<file path="src/rtl/button_conditioner.sv">
// Push-button front end: 2-FF synchroniser, 4-state debounce FSM, press/release strobes.
// Optional auto-repeat of the press strobe while held, enabled by defining BUTTON_AUTOREPEAT_EN.
module button_conditioner #(
  parameter int unsigned DEBOUNCE_CYCLES = 16,
  parameter int unsigned REPEAT_DELAY    = 64,
  parameter int unsigned REPEAT_RATE     = 16
) (
  input  logic       clk,
  input  logic       nRst_i,
  input  logic       button_i,
  output logic       pulse_o,
  output logic       release_o,
  output logic       level_o,
  output logic [1:0] state_o
);

  localparam int unsigned CNT_W = $clog2(DEBOUNCE_CYCLES + 1);
  localparam logic [CNT_W-1:0] CNT_LAST = CNT_W'(DEBOUNCE_CYCLES - 1);

  typedef enum logic [1:0] {
    IDLE         = 2'd0,
    PRESS_WAIT   = 2'd1,
    PRESSED      = 2'd2,
    RELEASE_WAIT = 2'd3
  } state_t;

  // Reject parameter values the counters cannot represent
  if (DEBOUNCE_CYCLES < 2) begin : g_bad_debounce
    $error("DEBOUNCE_CYCLES must be at least 2");
  end
  if (REPEAT_RATE < 1 || REPEAT_RATE > REPEAT_DELAY) begin : g_bad_repeat
    $error("REPEAT_RATE must be in 1..REPEAT_DELAY");
  end

  logic           s1;
  logic           s2;
  state_t         state_q;
  state_t         state_d;
  logic [CNT_W-1:0] cnt_q;
  logic [CNT_W-1:0] cnt_d;
  logic           pulse_q;
  logic           pulse_d;
  logic           release_q;
  logic           release_d;
  logic           level_q;
  logic           level_d;

`ifdef BUTTON_AUTOREPEAT_EN
  localparam int unsigned RPT_W = $clog2(REPEAT_DELAY + 1);
  localparam logic [RPT_W-1:0] RPT_LAST   = RPT_W'(REPEAT_DELAY - 1);
  localparam logic [RPT_W-1:0] RPT_RELOAD = RPT_W'(REPEAT_DELAY - REPEAT_RATE);

  logic [RPT_W-1:0] rpt_q;
  logic [RPT_W-1:0] rpt_d;
`endif

  // Two-stage synchroniser for the asynchronous pad level
  always_ff @(posedge clk or negedge nRst_i) begin
    if (!nRst_i) begin
      s1 <= 1'b0;
      s2 <= 1'b0;
    end else begin
      s1 <= button_i;
      s2 <= s1;
    end
  end

  // Debounce FSM next-state, counter and strobe decisions
  always_comb begin
    state_d   = state_q;
    cnt_d     = cnt_q;
    pulse_d   = 1'b0;
    release_d = 1'b0;
    level_d   = level_q;
`ifdef BUTTON_AUTOREPEAT_EN
    rpt_d     = rpt_q;
`endif
    case (state_q)
      IDLE: begin
        if (s2) begin
          state_d = PRESS_WAIT;
          cnt_d   = CNT_W'(1);
        end
      end
      PRESS_WAIT: begin
        if (!s2) begin
          state_d = IDLE;
          cnt_d   = '0;
        end else if (cnt_q == CNT_LAST) begin
          state_d = PRESSED;
          cnt_d   = '0;
          pulse_d = 1'b1;
          level_d = 1'b1;
`ifdef BUTTON_AUTOREPEAT_EN
          rpt_d   = '0;
`endif
        end else begin
          cnt_d = cnt_q + CNT_W'(1);
        end
      end
      PRESSED: begin
        if (!s2) begin
          state_d = RELEASE_WAIT;
          cnt_d   = CNT_W'(1);
`ifdef BUTTON_AUTOREPEAT_EN
          rpt_d   = '0;
`endif
        end else begin
`ifdef BUTTON_AUTOREPEAT_EN
          // First strobe after the full delay, then reload so later ones come every REPEAT_RATE
          if (rpt_q == RPT_LAST) begin
            pulse_d = 1'b1;
            rpt_d   = RPT_RELOAD;
          end else begin
            rpt_d = rpt_q + RPT_W'(1);
          end
`endif
        end
      end
      RELEASE_WAIT: begin
        if (s2) begin
          // Bounce during release: back to held, no new press strobe
          state_d = PRESSED;
          cnt_d   = '0;
`ifdef BUTTON_AUTOREPEAT_EN
          rpt_d   = '0;
`endif
        end else if (cnt_q == CNT_LAST) begin
          state_d   = IDLE;
          cnt_d     = '0;
          level_d   = 1'b0;
          release_d = 1'b1;
        end else begin
          cnt_d = cnt_q + CNT_W'(1);
        end
      end
      default: begin
        state_d = IDLE;
        cnt_d   = '0;
      end
    endcase
  end

  // FSM state, counters and registered outputs
  always_ff @(posedge clk or negedge nRst_i) begin
    if (!nRst_i) begin
      state_q   <= IDLE;
      cnt_q     <= '0;
      pulse_q   <= 1'b0;
      release_q <= 1'b0;
      level_q   <= 1'b0;
`ifdef BUTTON_AUTOREPEAT_EN
      rpt_q     <= '0;
`endif
    end else begin
      state_q   <= state_d;
      cnt_q     <= cnt_d;
      pulse_q   <= pulse_d;
      release_q <= release_d;
      level_q   <= level_d;
`ifdef BUTTON_AUTOREPEAT_EN
      rpt_q     <= rpt_d;
`endif
    end
  end

  assign pulse_o   = pulse_q;
  assign release_o = release_q;
  assign level_o   = level_q;
  assign state_o   = state_q;

endmodule

</file>
<file path="config.mk">
export PLATFORM = sky130hd
export DESIGN_NAME = button_conditioner
export DESIGN_NICKNAME = d
export VERILOG_FILES = /design/src/rtl/button_conditioner.sv
export SDC_FILE = /design/constraint.sdc
export NUM_CORES = 1
export LEC_CHECK = 0
export ABC_AREA = 1
export CORE_AREA = 2 2 43 45
export CTS_BUF_LIST = sky130_fd_sc_hd__clkbuf_16
export DETAILED_ROUTE_END_ITERATION = 12
export DIE_AREA = 0 0 45 47
export PLACE_DENSITY_LB_ADDON = 0.3
export SYNTH_ARGS = -nofsm -noshare
export SYNTH_HDL_FRONTEND = slang
export SYNTH_SLANG_ARGS = --single-unit
export TNS_END_PERCENT = 10
</file>
<file path="constraint.sdc">
create_clock -name clk -period 1.22 [get_ports clk]
set_input_delay 0.122 -clock clk [delete_from_list [all_inputs] [get_ports clk]]
set_output_delay 0.122 -clock clk [all_outputs]
set_load 0.02 [all_outputs]
</file>
---- Yosys cells after proc, flatten, opt, wreduce, memory -nomap -nowiden ----
Index checks and enable logic that the tools add are counted.
storage, ports and cells
  flip-flop bits (word level) ............. 12
  input port bits ......................... 3
cells by class
  $add $sub $neg .......................... 1
  equal/unequal tests ..................... 12
  mux-type cells .......................... 23
  reductions and logical operators ........ 5
operators with widths
  cell                   number
  $mux W5                5
  $pmux W5 S4            1
  $mux W2                6
  $ne A2 B2 Y1 const B   6
  $mux W1                9
  $pmux W2 S4            1
  $ne A3 B3 Y1 const B   2
  $add A5 B1 Y5 const B  1
  $eq A5 B4 Y1 const B   1
  $reduce_and A5 Y1      1
  $eq A2 B2 Y1 const B   2
  $reduce_and A4 Y1      1
  $eq A2 B1 Y1 const B   1
  $logic_not A2 Y1       1
  $pmux W1 S2            1
  $reduce_and A2 Y1      1
  $reduce_bool A2 Y1     1

---- Logic depth before layout (Yosys ltp) ----
  depth in word-level cells ............... 4
  mapped depth ............................ 7
  depth with buffers taken out ............ 7

---- Worst setup path before layout ----
Ideal clock, no wire load.
  path type ............................... register to register
  start point ............................. reg state_q[0] (netlist: state_o[0])
  end point ............................... reg (tool-made name)
  data arrival time ....................... 1005 ps
  required time ........................... 1103 ps
  slack ................................... 97 ps
  stages on the path, launching flop included .. 8
  buffers on the path ..................... 1
  clock period less this slack ............ 1123 ps
  path through ............................ dfrtp_1 > buf_6 > nand3_1 > nand2_2 > nand2_4 > nand2_1 > nand2_1 > nand2_1
RTL lines
  what                      line  RTL
  start: declaration        37    state_t state_q;
  start signal: assignment  156   state_q <= state_d;

==> impl_metrics.env <==
export IMPL_outcome="finished clean"
export IMPL_yosys_area_top_type="dfrtp_1"
export IMPL_tritoncts="yes"
export IMPL_power_switching_share_pct=32.8
export IMPL_grt_usage_pct=10.8
export IMPL_cts_buffer_depth=2
export IMPL_port_buffers=7
export IMPL_synth_most_common_cell="nand2_1"
export IMPL_clk_insertion_delay_late_ns=0.24
export IMPL_synthCells=55
export IMPL_core_area_um2=1650
export IMPL_p_leak_nw=0.354
export IMPL_pin_count=8
export IMPL_hold_viol_final=0
export IMPL_ant_nets=0
export IMPL_viasPerCell=4.56
export IMPL_root_buffer="clkbuf_16"
export IMPL_ys_top_cells_by_area="dfrtp_1 55%, nand2_1 9.6%, nand4_4 3.9%"
export IMPL_slowest_delay_ns=0.37
export IMPL_final_layout_size_suffix_gt1_share_pct=19.4
export IMPL_timing_fmax_ghz=0.884
export IMPL_synth_top_area_share_pct=54.9
export IMPL_instances_no_fill=84
export IMPL_synth_ff_type="dfrtp_1"
export IMPL_antenna_found_initial=0
export IMPL_ys_warn_count=0
export IMPL_vdd_drop_max_v=0.00103
export IMPL_synth_common_cells="14 x nand2_1, 12 x dfrtp_1, 5 x inv_1"
export IMPL_async_flop_share_pct=100
export IMPL_arrival_ns=1.26
export IMPL_dr_pass1_iters=4
export IMPL_path_common_cell="nand2_1"
export IMPL_max_slew_margin_rel_pct=85.4
export IMPL_combinationalPowerShare_pct=29.7
export IMPL_clock_sinks=12
export IMPL_first_global_vias=354
export IMPL_rsz0062_at_grt="no"
export IMPL_dp_hpwl_um=590
export IMPL_rr_worst_depth=6
export IMPL_finalCritPeriodShare_pct=92.7
export IMPL_cts_setup_buffers=0
export IMPL_critPathRequiredTime_ns=1.35
export IMPL_seqPwrFrac_pct=33.6
export IMPL_tightestPinTransition_ns=0.219
export IMPL_syn_nets=59
export IMPL_rows=15
export IMPL_final_nets=72
export IMPL_gp_congestion=0.749
export IMPL_diodes=0
export IMPL_p_per_area_nw_per_um2=2270
export IMPL_synth_distinct_cells=18
export IMPL_final_min_clock_period_ns=1.13
export IMPL_p_sw_mw=0.534
export IMPL_worst_setup_path_start_kind="flip-flop"
export IMPL_holdWs_ns=0.185
export IMPL_syn2layout_area_growth_pct=31.1
export IMPL_finClkSkew_ns=0.00329
export IMPL_h_tree_depth=1
export IMPL_tns_ns=0
export IMPL_vias=383
export IMPL_drv_slew=0
export IMPL_syn_area_um2=547
export IMPL_p_clk_share_pct=36.6
export IMPL_yosysSeqAreaShare_pct=54.9
export IMPL_yosys_register_bits=12
export IMPL_r2r_start="cnt_q[1]"
export IMPL_final_core_util_pct=43.4
export IMPL_grt_pass1_wl_um=1480
export IMPL_avgSynthCellArea_um2=9.94
export IMPL_grt_max_degree=13
export IMPL_hold_path_class="in -> async"
export IMPL_setup_slack_ns=0.0890
export IMPL_crit_slowest_cell="dfrtp_1"
export IMPL_setup_viol=0
export IMPL_fp_dieW_um=45
export IMPL_startpoint="cnt_q[1]"
export IMPL_drv_cap=0
export IMPL_crit_path_end_kind="flip-flop"
export IMPL_clkTransAtPathRegs_ns=0.04
export IMPL_dpl_cell_count=80
export IMPL_drc_errors=0
export IMPL_r2r_slack_ns=0.09
export IMPL_dp_slack_ns=0.0630
export IMPL_wl_um=827
export IMPL_criticalPathCategory="reg -> reg"
export IMPL_critPathMaxFanout=6
export IMPL_drt_iter0_markers=3
export IMPL_p_int_mw=1.10
export IMPL_synth_edf_count=0
export IMPL_die_y_um=47
export IMPL_die_area_um2=2120
export IMPL_initial_core_util_pct=33.1
export IMPL_numCtsBuffers=3
export IMPL_overflow=0
export IMPL_routedWlPerCell_um=9.85
export IMPL_cp_cell_sequence="ha_2 > nand4_4 > nand2_4 > nand2_1 > nand2_1 > nand2_1"
worst min-delay path by stage:
| stage | depth (start not counted) | to | slack [ns] | from |
|---|---|---|---|---|
| after floorplan | 0 | asynchronous set/reset pin | -0.17 | nRst_i |
| after global placement | 0 | s2 | 0.33 | s1 |
| after detailed placement | 0 | s2 | 0.34 | s1 |
| after CTS | 2 | level_o | 0.19 | nRst_i |
| after global routing | 2 | level_o | 0.20 | nRst_i |
| final | 2 | level_o | 0.18 | nRst_i |
final cells by class:
type / count / area [um^2]
Clock inverter: 1 / 3.75
Timing Repair Buffer: 9 / 78.8
Inverter: 6 / 22.5
Tap cell: 17 / 21.3
Multi-Input combinational cell: 36 / 215
Clock buffer: 3 / 75.1
Sequential cell: 12 / 300
Fill cell: 164 / 935
critical path: cells and delay by family (launching register included):
kind	cells	cell delay [ns]
flops	1	0.37
simple gates	5	0.42
fa+ha+maj	1	0.23
cells by family after synthesis:
family,Yosys count,share of synthesized area [%]
adders and majority gates,1,2.29
AOI/OAI and AO/OA,6,5.95
xor gates and xnor gates,2,3.20
buffers and inverters,7,6.18
DFF,12,54.9
and+or+nand+nor,27,27.5
metal layers:
metal  share of wire [%]  vias to the layer above  global-route usage (%)  routed length (um)
met1                  47                      169                    12.2                 392
li1                    -                      199                       -                   -
met2                  41                       10                    15.1                 340
met3                 6.3                        5                    4.62                  52
met5                   0                        -                       0                   0
met4                 5.1                        0                    10.6                  42
power groups by stage:
| stage | Combinational (mW) | Sequential, mW | Clock (mW) |
|---|---|---|---|
| 5_1_grt | 0.557 | 0.561 | 0.640 |
| 6_report | 0.485 | 0.549 | 0.597 |
| 3_5_place_dp | 0.505 | 0.554 | 0 |
| 2_1_floorplan | 0.351 | 0.578 | 0 |
| 4_1_cts | 0.486 | 0.549 | 0.611 |
| 3_3_place_gp | 0.510 | 0.555 | 0 |
state kept, by name, indices dropped and copies added, names as in the netlist, named ones only:
signal and cells:
release_o 1, s2 1, pulse_o 1, cnt_q 5, level_o 1, state_o 1
s1 1
stage by stage:
stage / cell area, um^2 / total power [mW]
global placement: 642 / 1.07
CTS: 714 / 1.65
detailed placement: 642 / 1.06
finish: 717 / 1.63
floorplan: 547 / 0.929
global route: 717 / 1.76
layout by cell type (no fill, tap or decap):
cell / count
nor2_4: 1
dfrtp_1: 12
ha_2: 1
nand2_4: 1
clkinv_1: 1
buf_4: 2
inv_1: 5
nand4_4: 1
dlygate4sd2_1: 5
a21oi_1: 2
nor2_1: 3
xnor2_1: 2
nand3_2: 1
nand3_1: 4
o21ai_1: 1
o21ai_0: 2
inv_2: 1
a22oi_1: 1
nand2_1: 14
clkdlybuf4s50_1: 2
clkbuf_16: 3
nand2_2: 2
timing repair:
action,CTS,global route
endpoints found under the setup margin,5,4
hold buffers,0,0
gates resized for setup,5,1
(Power assumes the default switching activity.)
